`config.mk`:
```
export PLATFORM = sky130hd
export DESIGN_NAME = uart_tx_cfg
export DESIGN_NICKNAME = d
export VERILOG_FILES = /design/src/rtl/uart_tx_cfg.sv
export SDC_FILE = /design/constraint.sdc
export NUM_CORES = 1
export LEC_CHECK = 0
export ABC_AREA = 1
export CAP_MARGIN = 20
export CORE_MARGIN = 2
export CORE_UTILIZATION = 55
export DETAILED_ROUTE_END_ITERATION = 7
export PLACE_DENSITY_LB_ADDON = 0.25
export SYNTH_ARGS = -nofsm -noshare
export SYNTH_HDL_FRONTEND = slang
export SYNTH_SLANG_ARGS = --single-unit
```
`constraint.sdc`:
```
create_clock -name clk -period 2.28 [get_ports clk]
set_clock_uncertainty 0.15 [all_clocks]
set_input_delay 0.456 -clock clk [delete_from_list [all_inputs] [get_ports clk]]
set_output_delay 0.456 -clock clk [all_outputs]
set_load 0.03 [all_outputs]
```
`src/rtl/uart_tx_cfg.sv`:
```
// Configurable UART transmitter: start bit, LSB-first payload, optional parity, 1-2 stop bits; tx is registered.
// A single-entry holding register allows gapless back-to-back frames; a start while it is full is dropped and flagged.
module uart_tx_cfg #(
   parameter int CLKS_PER_BIT = 434,
   parameter int DATA_BITS    = 8,
   parameter int PARITY       = 0,
   parameter int STOP_BITS    = 1
) (
   input  logic                 clk,
   input  logic                 rst,
   input  logic                 txEn,
   input  logic                 txStart,
   input  logic [DATA_BITS-1:0] in_data,
   output logic                 tx,
   output logic                 txReady,
   output logic                 txBusy,
   output logic                 txDone,
   output logic                 txOverrun
);
   localparam logic [2:0] IDLE  = 3'd0;
   localparam logic [2:0] START = 3'd1;
   localparam logic [2:0] DATA  = 3'd2;
   localparam logic [2:0] PAR   = 3'd3;
   localparam logic [2:0] STOP  = 3'd4;

   localparam int              IDX_W    = $clog2(DATA_BITS);
   localparam logic [15:0]     CNT_MAX  = 16'(CLKS_PER_BIT - 1);
   localparam logic [IDX_W-1:0] IDX_MAX = IDX_W'(DATA_BITS - 1);
   localparam logic            STOP_MAX = 1'(STOP_BITS - 1);
   localparam logic            PAR_ODD  = (PARITY == 2);

   logic [2:0]           state_q, state_d;
   logic [15:0]          cnt_q, cnt_d;
   logic [IDX_W-1:0]     idx_q, idx_d;
   logic                 stop_q, stop_d;
   logic [DATA_BITS-1:0] shift_q, shift_d;
   logic                 par_q, par_d;
   logic [DATA_BITS-1:0] hold_q, hold_d;
   logic                 hold_vld_q, hold_vld_d;
   logic                 tx_q, tx_d;
   logic                 done_q, done_d;
   logic                 ovr_q, ovr_d;

   logic                 accept, bit_end, load;
   logic [DATA_BITS-1:0] load_dat;

   assign accept  = txStart & txEn & ~hold_vld_q;
   assign bit_end = (cnt_q == CNT_MAX);

   always_comb begin
      state_d    = state_q;
      cnt_d      = cnt_q;
      idx_d      = idx_q;
      stop_d     = stop_q;
      shift_d    = shift_q;
      par_d      = par_q;
      hold_d     = hold_q;
      hold_vld_d = hold_vld_q;
      done_d     = 1'b0;
      ovr_d      = txStart & txEn & hold_vld_q;
      load       = 1'b0;
      load_dat   = in_data;
      tx_d       = 1'b1;

      if (state_q == IDLE) begin
         if (accept) begin
            load = 1'b1;
         end else if (hold_vld_q && txEn) begin
            load       = 1'b1;
            load_dat   = hold_q;
            hold_vld_d = 1'b0;
         end
      end else begin
         if (accept) begin
            hold_d     = in_data;
            hold_vld_d = 1'b1;
         end
         cnt_d = bit_end ? 16'd0 : cnt_q + 16'd1;
         if (bit_end) begin
            case (state_q)
               START: begin
                  state_d = DATA;
                  idx_d   = '0;
               end
               DATA: begin
                  shift_d = shift_q >> 1;
                  if (idx_q == IDX_MAX) begin
                     state_d = (PARITY != 0) ? PAR : STOP;
                     stop_d  = 1'b0;
                  end else begin
                     idx_d = idx_q + IDX_W'(1);
                  end
               end
               PAR: begin
                  state_d = STOP;
                  stop_d  = 1'b0;
               end
               STOP: begin
                  if (stop_q == STOP_MAX) begin
                     done_d = 1'b1;
                     // Hand the held byte straight to the shifter so the next start bit follows with no idle gap.
                     if (hold_vld_q && txEn) begin
                        load       = 1'b1;
                        load_dat   = hold_q;
                        hold_vld_d = 1'b0;
                     end else begin
                        state_d = IDLE;
                     end
                  end else begin
                     stop_d = 1'b1;
                  end
               end
               default: state_d = IDLE;
            endcase
         end
      end

      if (load) begin
         state_d = START;
         cnt_d   = 16'd0;
         shift_d = load_dat;
         par_d   = (^load_dat) ^ PAR_ODD;
      end

      // tx is registered, so it is derived from the state being entered.
      case (state_d)
         START:   tx_d = 1'b0;
         DATA:    tx_d = shift_d[0];
         PAR:     tx_d = par_d;
         default: tx_d = 1'b1;
      endcase
   end

   always_ff @(posedge clk) begin
      if (rst) begin
         state_q    <= IDLE;
         cnt_q      <= 16'd0;
         idx_q      <= '0;
         stop_q     <= 1'b0;
         shift_q    <= '0;
         par_q      <= 1'b0;
         hold_q     <= '0;
         hold_vld_q <= 1'b0;
         tx_q       <= 1'b1;
         done_q     <= 1'b0;
         ovr_q      <= 1'b0;
      end else begin
         state_q    <= state_d;
         cnt_q      <= cnt_d;
         idx_q      <= idx_d;
         stop_q     <= stop_d;
         shift_q    <= shift_d;
         par_q      <= par_d;
         hold_q     <= hold_d;
         hold_vld_q <= hold_vld_d;
         tx_q       <= tx_d;
         done_q     <= done_d;
         ovr_q      <= ovr_d;
      end
   end

   assign tx        = tx_q;
   assign txReady   = ~hold_vld_q;
   assign txBusy    = (state_q != IDLE);
   assign txDone    = done_q;
   assign txOverrun = ovr_q;
endmodule

```
---- After elaboration in Yosys (flattened, before gate mapping) ----
Cells that the tools add are included.
storage, ports and cells
  output and inout bits ................... 5
  flip-flop bits (word level) ............. 44
  logic and storage cells ................. 90
  input bits .............................. 12
cells by class
  multiplexer cells ....................... 40
  $add $sub $neg .......................... 2
  reductions and logical operators ........ 15
  eq/ne operators ......................... 14
  bitwise gates (word level) .............. 7
operators by type and width
  kind                   count
  $mux 8                 10
  $mux 3                 7
  $mux 1                 18
  $add 16x1->16 const B  1
  $eq 16x9->1 const B    1
  $mux 16                1
  $eq 3x2->1 const B     4
  $pmux 3 s4             1
  $ne 2x2->1 const B     4
  $reduce_and 4->1       2
  $reduce_xor 8->1       1
  $eq 3x1->1 const B     2
  $eq 3x3->1 const B     2
  $pmux 1 s3             2
  $pmux 3 s2             1
  $reduce_bool 2->1      3
  $reduce_bool 3->1      2
  $not 1->1              4
  $reduce_and 2->1       2
  $reduce_or 4->1        1
  $add 3x1->3 const B    1
  $and 1x1->1            3
  $logic_not 3->1        1
  $reduce_and 3->1       1
  other kinds (3)        3

---- Longest topological paths before layout ----
Gate-level depths: netlist of the first run.
  depth in word-level cells ............... 9
  depth in mapped cells ................... 20
  depth with buffers taken out ............ 19

---- Worst setup path after synthesis of the first run ----
Ideal clock, no wire load.
  path type ............................... input -> register
  from .................................... input port txEn
  to ...................................... register tx_q, in the netlist tx
  setup time .............................. 115 ps
  buffers on the path ..................... 2
  cell stages on the path ................. 19
  setup slack ............................. 250 ps
  data arrival time ....................... 1765 ps
  data required time ...................... 2015 ps
  cells stage by stage .................... buf_4 > nand2_2 > buf_4 > nand2_1 > nand2_1 > nand2_1 > nand2_1 > nand2_1 > nand2_1 > a21oi_1 > nand2_1 > nand2_1 > inv_1 > nand2_1 > nand2_1 > nand2_1 > nand3_2 > nand3_1 > nand2_1
between the ends
  cells in the longest elaborated chain, start to end .. 9
  elaborated cells between the ends (all ways) .. 28
  those cells by class .................... eq/ne: 3; mux: 21; bitwise: 2; reduce/logical: 2
ends and longest elaborated chain
  element                                            RTL line  RTL
  start: declaration                                 11        input logic txEn,
  $logic_and 1x1->1                                  68, 102
  $mux 3 (tied with other cells)                     102       if (hold_vld_q && txEn) begin
  $mux 3 (tied with other cells)                     99        if (stop_q == STOP_MAX) begin
  $pmux 3 s4 (tied with other cells)                 80        case (state_q)
  $mux 3 (tied with other cells)                     79        if (bit_end) begin
  $mux 3 (tied with other cells)                     65        if (state_q == IDLE) begin
  $mux 3 / $reduce_xor 8->1 (equally long branches)  118, 122
  $eq 3x2->1 (tied with other cells)                 126       case (state_d)
  $pmux 1 s3 (*)                                     126
  end signal: assignment                             156       tx_q <= tx_d;
  end: declaration                                   40        logic tx_q, tx_d;
Mark *: on every way between the ends. The rest lies on a longest branch, timed or not.
A chain may end at the register's enable or synchronous reset.

---- Worst setup path in the final report of the first run ----
  from .................................... register cnt_q[4]
  to ...................................... register tx_q, in the netlist tx
between the ends
  cells in the longest elaborated chain, start to end .. 6
  elaborated cells between the ends (all ways) .. 17
  those cells by class .................... eq/ne: 4; mux: 12; reduce/logical: 1
ends and longest elaborated chain
  element                                            RTL line  RTL
  start: declaration                                 33        logic [15:0] cnt_q, cnt_d;
  start signal: assignment                           149       cnt_q <= cnt_d;
  $eq 16x9->1 (*)                                    48        assign bit_end = (cnt_q == CNT_MAX);
  $mux 8 (tied with other cells)                     79
  $mux 8 (tied with other cells)                     65
  $reduce_xor 8->1 / $mux 3 (equally long branches)  122, 118
  $mux 1 (tied with other cells)                     118       if (load) begin
  $pmux 1 s3 (*)                                     126
Mark *: on every way between the ends. The rest lies on a longest branch, timed or not. The select of a mux whose other input is x is not followed.

==> results.py, run 1 <==
metrics = {
    "outcome": {
        "status": "finished clean",
    },
    "clock_tree": {
        "clkLatencyLatePin_ns": 0.31,
        "htreeDepth": 2,
        "cts_buffers": 5,
        "cts_tree": "built",
        "root_buffer": "clkbuf_8",
        "clockBufferDepth": 2,
        "clock_sinks": 43,
        "clk_pin_slew_worst_paths_ns": 0.09,
    },
    "synth": {
        "synth_xor_area_frac": 0.00955,
        "yosys-top-cells-count": "nand2_1, inv_1, dfxtp_1",
        "ys.flop_type": "dfxtp_1",
        "yosysWarnings": 0,
        "synthMuxAreaShare": 0,
        "synth_enable_flop_cells": 0,
        "yosys_register_bits": 43,
        "synth_compound_area_frac": 0.140,
        "synth_sequential_area_ratio": 0.313,
        "synth_top_family_by_area": "simple AND/OR/NAND/NOR gates",
        "postSynthAreaPerCell_um2": 6.07,
        "netlist_area_mm2": 0.00275,
        "ys_top_cells_by_area": "dfxtp_1, nand2_1, inv_1, nor2_1, a21oi_1",
        "synthDistinctLibCells": 33,
        "synth_simple_gate_area_share": 0.424,
        "yosysMostFrequentCell": "nand2_1",
        "synthArstFlopShare": 0,
        "synth_top_area_frac": 0.313,
        "syn_inst": 453,
        "synth_fp_nets": 469,
        "yosysTopAreaCell": "dfxtp_1",
        "yosys.area_share.adder": 0.0182,
    },
    "worst_hold_path": {
        "hp-start": "hold_q[4]",
        "min_path_type": "reg2reg",
        "hold_path_end": "hold_q[4]",
        "whs_path_depth": 2,
    },
    "detailed_routing": {
        "dr.pass1.iters": 5,
        "first_iter_violations": 196,
        "post_drt_wl_per_cell_um": 12.7,
        "top_layer": "met4",
        "vias_per_cell": 5.36,
        "routed_wl_um": 7380,
        "remaining_drc_errors": 0,
        "wl_met1_um": 3130,
        "drtAntennaViolNets": 0,
        "met3WireLength_um": 404,
        "vias": 3106,
        "route.met2.wl_um": 3670,
    },
    "setup_path": {
        "cp.required_ns": 2.33,
        "cp-end-kind": "flop",
        "crit_arrival_ns": 2.25,
        "start_kind": "flop",
        "cp_cell_sequence": "nand2_2, inv_1, nand2_1, nor2_2, nand2_1, nand2_1, nand2_1, nand2_1, nand2_2, buf_4, nand2_1, nand2_1, nand3_1, nand2_1, nand2_1, nand3_2, nand3_1, nand2_1",
        "cpPeakStageDelay_ns": 0.38,
        "reg2reg_depth": 18,
        "path_common_cell": "nand2_1",
        "r2r_end": "tx",
        "crit-reg2reg-launch": "cnt_q[4]",
        "crit_type": "reg2reg",
        "slowest_stage": "dfxtp_2",
        "rrSetupSlack_ns": 0.08,
        "path_max_fanout": 5,
    },
    "final_layout": {
        "diodes": 0,
        "num-nets-final": 528,
        "final.fill_count": 406,
        "drive_gt1_frac": 0.240,
        "instances_no_fill": 580,
        "area_growth_syn_to_layout_pct": 27.1,
    },
    "floorplan": {
        "core_area_mm2": 0.00479,
        "die-area_mm2": 0.00558,
        "dieHeight_um": 74.7,
        "ios": 17,
        "die_w_um": 74.7,
        "start_util": 0.575,
        "row_count": 25,
    },
    "global_route": {
        "antenna_found_initial": 0,
        "grt_pass1_wl_um": 11300,
        "grt-ovfl-total": 0,
        "grt_use_total": 0.259,
        "grt_max_degree": 26,
        "grt_pass1_vias": 2734,
    },
    "timing": {
        "hold_violations": 0,
        "setup_viol": 0,
        "min_period_ns": 2.20,
        "tightestPinTransition_ns": 0.352,
        "slew_headroom": 0.764,
        "setup_slack_ns": 0.0797,
        "rsz0062_at_grt": "true",
        "fin_hold_ws_ns": 0.309,
        "fmax_mhz": 454,
        "finalSetupTns_ns": 0,
        "final-max-slew-violation-count": 0,
        "finalCritPeriodShare": 0.965,
    },
    "placed_design": {
        "place_ws_ns": -0.296,
        "hpwlAfterDp_um": 5170,
        "port-buffer-count": 16,
        "gp_congestion": 0.923,
        "dp.cells": 566,
    },
    "run": {
        "cap_viol_max_count": 0,
    },
    "power": {
        "leakagePower_nw": 1.64,
        "finalPower_mw": 1.68,
        "p_per_area_mw_per_mm2": 479,
        "peakVddDrop_mv": 0.333,
    },
}
where the power goes:
part	switching, mW	internal, mW	total [mW]
clock network	0.276	0.210	0.486
registers	0.0139	0.772	0.786
logic	0.227	0.177	0.403
total	0.517	1.16	1.68
layer usage:
layer / GRT usage / vias up
li1: - / 1565
met1: 0.311 / 1410
met2: 0.457 / 112
met3: 0.0469 / 19
met4: 0.107 / 0
met5: 0 / -
how the worst max path moves through the flow:
stage / from / to / slack [ns] / cells after the start
4_1_cts: state_q[2] / txBusy / 0.009 / 3
3_3_place_gp: txEn / tx / -0.21 / 19
6_report: cnt_q[4] / tx / 0.08 / 18
2_1_floorplan: txEn / tx / 0.25 / 19
5_1_grt: cnt_q[1] / tx / -0.01 / 19
3_5_place_dp: txEn / tx / -0.30 / 18
state kept, by name, indices dropped and copies added (netlist names):
| register | cells |
|---|---|
| cnt_q | 16 |
| hold_q | 8 |
| shift_q | 8 |
| idx_q | 3 |
| state_q | 3 |
| hold_vld_q | 1 |
| par_q | 1 |
| tx | 1 |
| txDone | 1 |
| txOverrun | 1 |
critical path: cells and delay by family, from the launching register on:
family / cells / cell delay, ns
buffers and inverters: 2 / 0.23
flip-flops: 1 / 0.38
AND/OR/NAND/NOR: 16 / 1.32
through the flow:
stage	util	area [µm²]
global route	0.730	3500
global placement	0.680	3250
CTS	0.697	3340
floorplan	-	2750
finish	0.730	3500
detailed placement	0.680	3250
cell type report:
type | count | area [µm²] | share of cell area
clock buffers | 5 | 68.8 | 0.0197
clock inverters | 3 | 15.0 | 0.00429
inverters | 53 | 199 | 0.0569
multi-input cells | 346 | 1730 | 0.496
flip-flops and latches | 43 | 878 | 0.251
well taps | 67 | 83.8 | 0.0240
repair buffers | 63 | 518 | 0.148
cells by family (layout without fill, tap and decap cells):
| group | after synthesis | after routing |
|---|---|---|
| AO/OA/AOI/OAI | 65 | 65 |
| XOR/XNOR | 3 | 3 |
| adder cells (fa/ha/maj) | 4 | 4 |
| buffers and inverters | 66 | 124 |
| flip-flops | 43 | 43 |
| AND/OR/NAND/NOR | 272 | 274 |
placed cells by master (no fill, tap or decap), types with 2 or more instances in the layout:
cell type / count
a21boi_2: 2
clkinv_2: 3
nor3_2: 4
xor2_1: 3
a21oi_2: 3
a32oi_1: 6
buf_4: 47
clkbuf_8: 5
inv_1: 43
nand2_2: 10
nand4_1: 4
nand3_1: 22
nor2_1: 36
nor2_4: 2
inv_2: 10
nor3_1: 11
ha_1: 3
dfxtp_2: 11
nand3_2: 4
nand2_1: 163
dfxtp_1: 31
o21ai_0: 13
nor2_2: 11
a21oi_1: 28
dlymetal6s2s_1: 2
clkdlybuf4s50_1: 14
nor4_2: 2
a211oi_1: 5
o21ai_2: 5
timing repair:
item,in CTS,in global routing
gates resized for setup,0,49
endpoints found under the setup margin,0,9
buffers inserted,0,4
hold buffers,0,0
Power figures use the tool's default switching activity.
==> inputs of run 2 (changes only) <==
==> constraint.sdc (replaced) <==
create_clock -name clk -period 2.7 [get_ports clk]
set_clock_uncertainty 0.15 [all_clocks]
set_input_delay 0.54 -clock clk [delete_from_list [all_inputs] [get_ports clk]]
set_output_delay 0.54 -clock clk [all_outputs]
set_load 0.03 [all_outputs]
==> results.py, run 2 (synthesized netlist as in run 1, its figures left out) <==
metrics = {
    "floorplan": {
        "row_count": 25,
        "dieHeight_um": 74.7,
        "die_w_um": 74.7,
        "ios": 17,
        "die-area_mm2": 0.00558,
        "start_util": 0.575,
        "core_area_mm2": 0.00479,
    },
    "timing": {
        "fmax_mhz": 415,
        "tightestPinTransition_ns": 0.464,
        "rsz0062_at_grt": "false",
        "min_period_ns": 2.41,
        "hold_violations": 0,
        "final-max-slew-violation-count": 0,
        "finalSetupTns_ns": 0,
        "finalCritPeriodShare": 0.893,
        "slew_headroom": 0.688,
        "setup_viol": 0,
    },
    "placed_design": {
        "gp_congestion": 0.886,
        "hpwlAfterDp_um": 4990,
        "dp.cells": 531,
        "dpl_cell_area_mm2": 0.00299,
        "port-buffer-count": 16,
    },
    "final_layout": {
        "top_regs": "cnt_q: 16 flops, hold_q: 8 flops, shift_q: 8 flops",
        "drive_gt1_frac": 0.0869,
        "mostFrequentLayoutCell": "nand2_1",
        "largest_reg_flops": 16,
        "instances_no_fill": 539,
        "top_register": "cnt_q",
        "mostFrequentLayoutCells": "nand2_1, inv_1, dfxtp_1",
        "num-nets-final": 487,
        "diodes": 0,
        "design_area_mm2": 0.00313,
        "area_growth_syn_to_layout_pct": 13.7,
    },
    "run": {
        "cap_viol_max_count": 0,
    },
    "clock_tree": {
        "cts_tree": "built",
        "postCtsSetupBuffers": 0,
        "htreeDepth": 2,
        "clockBufferDepth": 2,
        "clkLatencyLatePin_ns": 0.30,
        "postCtsHoldBufs": 0,
        "cts_resized": 0,
        "root_buffer": "clkbuf_8",
        "clock_sinks": 43,
        "clk_pin_slew_worst_paths_ns": 0.09,
        "cts_buffers": 5,
    },
    "power": {
        "leakagePower_nw": 1.42,
        "pwr-share-clk": 0.390,
        "peakVddDrop_mv": 0.339,
        "p_switching_mw": 0.411,
        "comb_power_share": 0.175,
        "p_sw_frac": 0.269,
        "power_frac_seq": 0.434,
        "p_per_area_mw_per_mm2": 490,
        "intPower_mw": 1.12,
    },
    "setup_path": {
        "r2r_end": "tx",
        "critical_path.startpoint": "cnt_q[0]",
        "rrSetupSlack_ns": 0.29,
        "cp-end-kind": "flop",
        "reg2reg_depth": 18,
        "path_max_fanout": 9,
        "start_kind": "flop",
        "crit_arrival_ns": 2.45,
        "crit_type": "reg2reg",
        "endpoint": "tx",
        "cp.required_ns": 2.74,
        "crit-reg2reg-launch": "cnt_q[0]",
    },
    "global_route": {
        "grt-ovfl-total": 0,
        "grt_pass1_vias": 2667,
        "grt_pass1_wl_um": 11400,
        "antenna_found_initial": 0,
        "grt_max_degree": 30,
        "grt_use_total": 0.259,
    },
    "detailed_routing": {
        "vias": 2894,
        "routed_wl_um": 6570,
        "vias_per_cell": 5.37,
        "dr.pass1.iters": 4,
        "remaining_drc_errors": 0,
        "post_drt_wl_per_cell_um": 12.2,
        "first_iter_violations": 198,
        "drtAntennaViolNets": 0,
    },
    "outcome": {
        "status": "finished clean",
    },
    "worst_hold_path": {
        "min_path_type": "reg2reg",
        "whs_path_depth": 2,
    },
}
run 2: cell types whose count changed in the layout (fill, tap and decap cells not counted), sizes merged:
cell | previous run | this run
nand2 | 174 | 173
clkinvlp | 0 | 1
clkinv | 3 | 0
dlymetal6s2s | 2 | 0
buf | 47 | 8
clkdlybuf4s50 | 14 | 16
bufinv | 0 | 2
nor2 | 49 | 48
run 2: per-stage QoR:
step	power, mW	util	hold WS [ns]	worst slack [ns]
final	1.53	0.653	0.304	0.290
after global routing	1.61	0.653	0.333	0.0277
after CTS	1.54	0.653	0.305	0.320
after detailed placement	0.944	0.625	0.292	0.0138
after global placement	0.937	0.625	0.288	0.0980
after floorplan	0.869	-	0.279	0.586
run 2: power groups by stage:
stage | clock network [mW] | registers, mW | logic (mW)
after floorplan | 0 | 0.678 | 0.192
after global placement | 0 | 0.679 | 0.258
after detailed placement | 0 | 0.679 | 0.265
after CTS | 0.604 | 0.664 | 0.267
after global routing | 0.638 | 0.667 | 0.306
final | 0.598 | 0.665 | 0.268
run 2: layout make-up:
| class | count | area [µm²] |
|---|---|---|
| well taps | 67 | 83.8 |
| flip-flops and latches | 43 | 861 |
| fillers | 459 | 1660 |
| inverters | 53 | 199 |
| repair buffers | 24 | 220 |
| multi-input cells | 344 | 1630 |
| clock inverters | 3 | 67.6 |
| clock buffers | 5 | 68.8 |
run 2: layer usage:
metal / up-vias / track usage / share of wire
met5: - / 0 / 0
met4: 0 / 0.0972 / 0.021
met3: 16 / 0.0415 / 0.056
met2: 93 / 0.449 / 0.47
met1: 1298 / 0.324 / 0.45
li1: 1487 / - / -
run 2: how the worst min path moves through the flow:
stage                endpoint  slack (ns)  startpoint
floorplan           hold_q[0]        0.28   hold_q[0]
global placement    hold_q[4]        0.29   hold_q[4]
detailed placement  hold_q[5]        0.29   hold_q[5]
CTS                 hold_q[5]        0.31   hold_q[5]
global route        hold_q[5]        0.33   hold_q[5]
finish              hold_q[5]        0.30   hold_q[5]
run 2: critical path, cell delays in order (launching register included):
cell and delay, ns:
dfxtp_1 0.44, ha_1 0.26, inv_1 0.07, nor2_1 0.12, nand2_1 0.10, nor2_4 0.21
nand2_1 0.08, nand2_1 0.06, nand2_1 0.06, nand2_2 0.13, inv_1 0.09, nand2_1 0.06
nand2_1 0.05, nand2_1 0.07, nand2_1 0.05, nand2_1 0.09, nand3_2 0.09, nand3_1 0.08
nand2_1 0.05
